**config.mk**
```make
export PLATFORM = sky130hd
export DESIGN_NAME = full_hash
export DESIGN_NICKNAME = d
export VERILOG_FILES = /design/src/rtl/full_hash.sv
export SDC_FILE = /design/constraint.sdc
export NUM_CORES = 2
export LEC_CHECK = 0
export CORE_UTILIZATION = 60
export DETAILED_ROUTE_END_ITERATION = 16
export PLACE_DENSITY = 0.8
export SETUP_SLACK_MARGIN = 0.5
export SLEW_MARGIN = 30
export SYNTH_ARGS = -nofsm -noshare
export SYNTH_HDL_FRONTEND = slang
export SYNTH_SLANG_ARGS = --single-unit
```
**constraint.sdc**
```tcl
create_clock -name clk -period 6.3 [get_ports clk]
set_clock_uncertainty 0.05 [all_clocks]
set_input_delay 1.26 -clock clk [delete_from_list [all_inputs] [get_ports clk]]
set_output_delay 1.26 -clock clk [all_outputs]
set_load 0.005 [all_outputs]
```
**src/rtl/full_hash.sv**
```systemverilog
// full_hash: streaming byte hash (FNV-1a core, 32-bit length suffix, avalanche finalizer).
// Bytes arrive over an F_dr/F_rtr handshake; the digest is held on R_h once H_ready rises.
module full_hash (
    input  logic        clk,
    input  logic        rst_n,
    input  logic        start,
    input  logic [7:0]  Byte,
    input  logic        End_of_File,
    input  logic        F_dr,
    output logic [0:31] R_h,
    output logic        F_rtr,
    output logic        H_ready
);
    localparam logic [31:0] fnv_init  = 32'h811C9DC5;
    localparam logic [31:0] fnv_prime = 32'h01000193;

    typedef enum logic [2:0] {IDLE, WAIT, ABSORB, LEN, FMIX, DONE} state_t;

    state_t      state, state_n;
    logic [31:0] h, h_n, count, count_n;
    logic [7:0]  byte_q, byte_n;
    logic [2:0]  idx, idx_n;

    always_ff @(posedge clk) begin
        if (rst_n) begin
            state  <= IDLE;
            h      <= '0;
            count  <= '0;
            byte_q <= '0;
            idx    <= '0;
        end else begin
            state  <= state_n;
            h      <= h_n;
            count  <= count_n;
            byte_q <= byte_n;
            idx    <= idx_n;
        end
    end

    // idx walks the four length bytes in LEN, then the five finalizer steps in FMIX
    always_comb begin
        state_n = state;
        h_n     = h;
        count_n = count;
        byte_n  = byte_q;
        idx_n   = idx;
        case (state)
            IDLE: if (start) begin
                h_n     = fnv_init;
                count_n = '0;
                state_n = WAIT;
            end
            WAIT: if (End_of_File) begin
                idx_n   = '0;
                state_n = LEN;
            end else if (F_dr) begin
                byte_n  = Byte;
                state_n = ABSORB;
            end
            ABSORB: begin
                h_n     = (h ^ {24'h0, byte_q}) * fnv_prime;
                count_n = count + 32'd1;
                state_n = WAIT;
            end
            LEN: begin
                h_n     = (h ^ {24'h0, count[8*idx[1:0] +: 8]}) * fnv_prime;
                idx_n   = (idx == 3'd3) ? 3'd0 : idx + 3'd1;
                state_n = (idx == 3'd3) ? FMIX : LEN;
            end
            FMIX: begin
                h_n     = (idx == 3'd0) ? h ^ (h >> 16) :
                          (idx == 3'd1) ? h * 32'h85EBCA6B :
                          (idx == 3'd2) ? h ^ (h >> 13) :
                          (idx == 3'd3) ? h * 32'hC2B2AE35 :
                                          h ^ (h >> 16);
                idx_n   = (idx == 3'd4) ? 3'd0 : idx + 3'd1;
                state_n = (idx == 3'd4) ? DONE : FMIX;
            end
            default: ;
        endcase
    end

    assign F_rtr   = (state == WAIT);
    assign H_ready = (state == DONE);
    assign R_h     = H_ready ? h : '0;
endmodule

```
---- Word-level counts from Yosys, hierarchy flattened ----
Index checks and enable logic that the tools add are counted.
word-level totals
  bits in read-only memories .............. 0
  input port bits ......................... 13
  output and inout bits ................... 34
  memories ................................ 0
  register bits ........................... 78
  bits in writable memories ............... 0
  latch bits .............................. 0
  word-level logic and storage cells ...... 59
operators by class
  add/sub/neg operators ................... 2
  divide/modulo/power cells ............... 0
  bitwise gates (word level) .............. 5
  multiplexer cells ....................... 19
  $mul .................................... 4
  shifts and indexed selects .............. 1
  $lt $le $gt $ge ......................... 0
  reduce and logical (&&, ||, !) cells .... 11
  eq/ne operators ......................... 12
operator list
  kind                      count
  $mux W32                  7
  $pmux W32 S4              1
  $mul A32 B25 Y32 const B  2
  $pmux W32 S2              1
  $xor A32 B8 Y32           2
  $add A32 B1 Y32 const B   1
  $mul A32 B31 Y32 const B  1
  $mul A32 B32 Y32 const B  1
  $shiftx A32 B6 Y8         1
  $xor A32 B16 Y32          1
  $xor A32 B19 Y32          1
  $mux W3                   7
  $pmux W3 S5               1
  $eq A3 B2 Y1 const B      4
  $eq A3 B3 Y1 const B      3
  $pmux W3 S3               1
  $eq A3 B1 Y1 const B      2
  $logic_not A3 Y1          2
  $reduce_and A2 Y1         3
  $reduce_and A3 Y1         2
  $reduce_bool A5 Y1        1
  $ne A2 B2 Y1 const B      2
  $reduce_bool A4 Y1        1
  $add A3 B1 Y3 const B     1
  other kinds (5)           5

---- Depth between registers and ports, before layout ----
  word-level depth ........................ 6
  mapped depth ............................ 27
  depth with buffers taken out ............ 26

---- Worst setup path after synthesis ----
OpenSTA, ideal clock, no wires.
  path type ............................... reg2reg
  from .................................... register h[8]
  to ...................................... register h[31]
  cell stages (with the launch flop) ...... 26
  path slack .............................. -568 ps
  clock period less this slack ............ 6868 ps
  data arrival time ....................... 6727 ps
  path buffers ............................ 0
  setup time .............................. 91 ps
  data required time ...................... 6159 ps
  cells stage by stage .................... dfxtp_1 > inv_1 > fa_1 > inv_1 > fa_1 > fa_1 > fa_1 > inv_1 > fa_1 > inv_1 > fa_1 > fa_1 > inv_1 > fa_1 > inv_1 > ha_1 > a21o_1 > a21o_1 > a21oi_1 > o21ai_0 > inv_1 > o211ai_1 > a21oi_1 > xnor2_1 > nand2_1 > a311oi_1
on the way
  cells in the longest elaborated chain, start to end .. 6
  elaborated cells between the ends (all ways) .. 11
  classes of those cells .................. 4 x mul; 5 x mux; 2 x bitwise
ends and longest elaborated chain
  item                      RTL line  RTL
  start: declaration        20        logic [31:0] h, h_n, count, count_n;
  start signal: assignment  33        h <= h_n;
  $mul A32 B31 Y32          74        (idx == 3'd3) ? h * 32'hC2B2AE35 :
  $mux W32                  74
  $mux W32                  73        (idx == 3'd2) ? h ^ (h >> 13) :
  $mux W32                  72        (idx == 3'd1) ? h * 32'h85EBCA6B :
  $mux W32                  71        h_n = (idx == 3'd0) ? h ^ (h >> 16) :
  $pmux W32 S4 (*)          47        case (state)
Every way passes the cells marked *; elsewhere a longest branch is shown, timed or not.
A chain may end at the register's enable or synchronous reset.

---- Worst setup path after layout ----
  from .................................... register h[4]
  to ...................................... register h[31]
Same word-level chain as after synthesis.

==> run_results.csv <==
group,metric,value,unit
cells_and_area,finish.utilization,75.7,%
drt,routed-wl-met2,52100,um
drt,routed.top_layer,"met5",
drt,num_vias,26936,
global_route,antenna_found_initial,7,
worst_setup_path,path_cells,"clkinvlp_4 -> buf_4 -> fa_1 -> fa_1 -> inv_1 -> fa_1 -> ha_1 -> ha_1 -> fa_1 -> fa_1 -> inv_1 -> fa_1 -> inv_1 -> ha_1 -> and2_1 -> and3_1 -> a222oi_1 -> buf_4 -> a211o_4 -> o211ai_1 -> a21oi_1 -> xnor2_1 -> nand2_1 -> a311oi_1",
synth,synth-seq-area-share,5.12,%
worst_setup_path,critPathKind,"flop to flop",
floorplanning,ioPinCount,47,
place,dp_hpwl,98700,um
worst_setup_path,cp.arrival,7060,ps
floorplanning,start_util,60.8,%
floorplanning,rows,82,
timing,drv_slew,0,
timing,finalSetupViolCount,15,
drt,drt-wirelength-per-cell,25.8,um
timing,rsz0062_at_grt,"yes",
hold_path,whs_endpoint,"byte_q[3]",
worst_setup_path,ff2ff_path_depth,24,
synth,synthCells,3356,
cells_and_area,area_growth,24.6,%
worst_setup_path,r2r_start,"h[4]",
worst_setup_path,required,6550,ps
worst_setup_path,endpoint_kind,"flop",
global_route,grt_pass1_vias,27635,
drt,drt-pass1-iter-count,6,
cts,cts_max_level,3,
floorplanning,die_y,227,um
drt,drc_errors,0,
timing,finalCritPeriodShare,108,%
synth,synth_nets,4450,
global_route,grt.overflow.total,0,
global_route,grt_max_degree,42,
worst_setup_path,r2r_end,"h[31]",
synth,yosys_warnings,0,
cts,hold_buffers,0,
timing,hold_violations,0,
cts,cts_root_buf,"clkbuf_16",
synth,synth-edff-count,0,
global_route,grt_pass1_wl,168000,um
worst_setup_path,crit_buf_inv,6,
hold_path,hp-class,"flop to flop",
place,place_ws,-676,ps
synth,avgSynthCellArea,9.09,um^2
run_status,violations,"negative setup slack",
drt,avgViaCountPerCell,5.88,
synth,synth_cell_type_count,84,
worst_setup_path,r2r_slack,-520,ps
cts,clock_latency,390,ps
place,io_buffers,46,
worst_setup_path,start_kind,"flop",
synth,synthArstFlopShare,0,%
cells_and_area,final_layout_size_suffix_gt1_share,22.6,%
floorplanning,dieArea,51700,um^2
synth,ys_ff_latch,78,
hold_path,holdPathStages,2,
cts,numClockSinks,78,
cts,cts_tree,"built",
worst_setup_path,cp.depth,24,
worst_setup_path,max_stage_delay,550,ps
drt,dr_wl_met3,12800,um
synth,synthFlopType,"dfxtp_1",
drt,ant_nets,0,
hold_path,worstHoldStart,"byte_q[3]",
floorplanning,fp.coreArea,50200,um^2
drt,drt-total-wl,118000,um
drt,first_iter_violations,2709,
cts,cts-buffers-inserted,9,
place,place.gp.congestion,1.12,
run_status,outcome,"finished, violations left",
timing,tightestPinTransition,949,ps
synth,netlist_area,30500,um^2
cells_and_area,finalNetCount,4998,
timing,slew_headroom,36.5,%
timing,fin_ws,-517,ps
run,drv_cap,0,
worst_setup_path,path_max_fanout,5,
worst_setup_path,slowest_stage,"fa_1",
cts,cts_buffer_depth,2,
floorplanning,fp.dieW,227,um
timing,period_minus_slack,6820,ps
cts,clkTransAtPathRegs,70,ps
timing,max_freq,147,MHz
worst_setup_path,crit_family,"adder cells",
global_route,grt.total_usage,45.7,%
drt,drt-met1-wl,42200,um
worst_setup_path,crit_top_cell,"fa_1",
[synthesized netlist by cell type (20+ instances only)]
cell,n,area share [%]
or3_1,20,0.41
fa_1,507,33
a21oi_1,144,2.4
inv_1,950,12
dfxtp_1,78,5.1
o21ai_0,72,1.2
xnor2_1,142,4.1
o21ai_1,20,0.33
and3_1,51,1.0
nand2_1,104,1.3
nand2b_1,20,0.41
xor2_1,58,1.7
ha_1,574,24
nor2_1,113,1.4
nor3_1,24,0.39
a31oi_1,24,0.49
a21o_1,36,0.89
clkbuf_1,57,0.70
nand3_1,41,0.67
o211ai_1,29,0.71
[how the worst max path moves through the flow]
stage / start / end
after global routing: h[4] / h[31]
final: h[4] / h[31]
after CTS: h[8] / h[31]
after detailed placement: h[17] / h[31]
after global placement: h[17] / h[31]
after floorplan: h[8] / h[30]
[state kept, by name, indices dropped and copies added (netlist names)]
| register | count |
|---|---|
| h | 32 |
| state | 3 |
| byte_q | 8 |
| idx | 3 |
| count | 32 |
[area by class of cell]
class / instances / area (um^2)
fill: 3473 / 12200
tap: 672 / 841
sequential: 78 / 1630
clock buffer: 9 / 225
inverter: 950 / 3590
clock inverter: 7 / 63.8
antenna: 3 / 7.51
timing repair buffer: 604 / 4860
multi-input combinational: 2261 / 26800
[cells in the final DEF, fill, tap and decap left out, drive strengths merged, types with 26 or more instances in the layout]
cell type / instances
a21o: 36
a21oi: 144
a31oi: 27
and3: 52
buf: 559
clkdlybuf4s50: 45
dfxtp: 78
fa: 507
ha: 574
inv: 951
nand2: 104
nand3: 41
nor2: 114
nor3: 26
o211ai: 30
o21ai: 92
xnor2: 145
xor2: 59
[through the flow]
stage | hold WS (ps) | cell area [um^2] | instances | TNS (ps)
after global routing | 486 | 38000 | 4581 | -7330
after floorplan | 416 | 30700 | 3356 | 0
after global placement | 446 | 35600 | 4519 | -4210
after CTS | 473 | 36900 | 4556 | -2710
final | 471 | 38000 | 4584 | -4290
after detailed placement | 454 | 35600 | 4519 | -5350
[worst register-to-register path, stage by stage, from the launching register on]
cell,delay [ps]
dfxtp_4,380
clkinvlp_4,180
buf_4,190
fa_1,420
fa_1,550
inv_1,50
fa_1,460
ha_1,290
ha_1,290
fa_1,480
fa_1,530
inv_1,60
fa_1,480
inv_1,50
ha_1,290
and2_1,160
and3_1,190
a222oi_1,370
buf_4,210
a211o_4,200
o211ai_1,100
a21oi_1,180
xnor2_1,180
nand2_1,120
a311oi_1,270
[layer usage]
| layer | vias up | track usage, % |
|---|---|---|
| li1 | 11806 | - |
| met1 | 13103 | 54.0 |
| met2 | 1493 | 70.6 |
| met3 | 526 | 12.8 |
| met4 | 8 | 35.3 |
| met5 | - | 0 |
[kinds of logic (layout without fill, tap and decap cells)]
group	Yosys count	after routing	synth area share, %
simple gates	449	449	7.30
other cells	0	3	0
compound gates	499	499	10.8
buf+inv	1017	1570	12.6
xor+xnor	205	205	6.07
mux	27	27	1.23
flops	78	78	5.12
fa+ha+maj	1081	1081	56.8
[what timing repair did]
action | CTS | global route
gates cloned | 0 | 0
pin swaps | 86 | 113
buffers inserted | 21 | 25
setup endpoints to repair | 20 | 22
resized for setup | 151 | 170
Power is not shown: default switching activity piles up to over one toggle a cycle in this logic, so the estimate is an artifact.
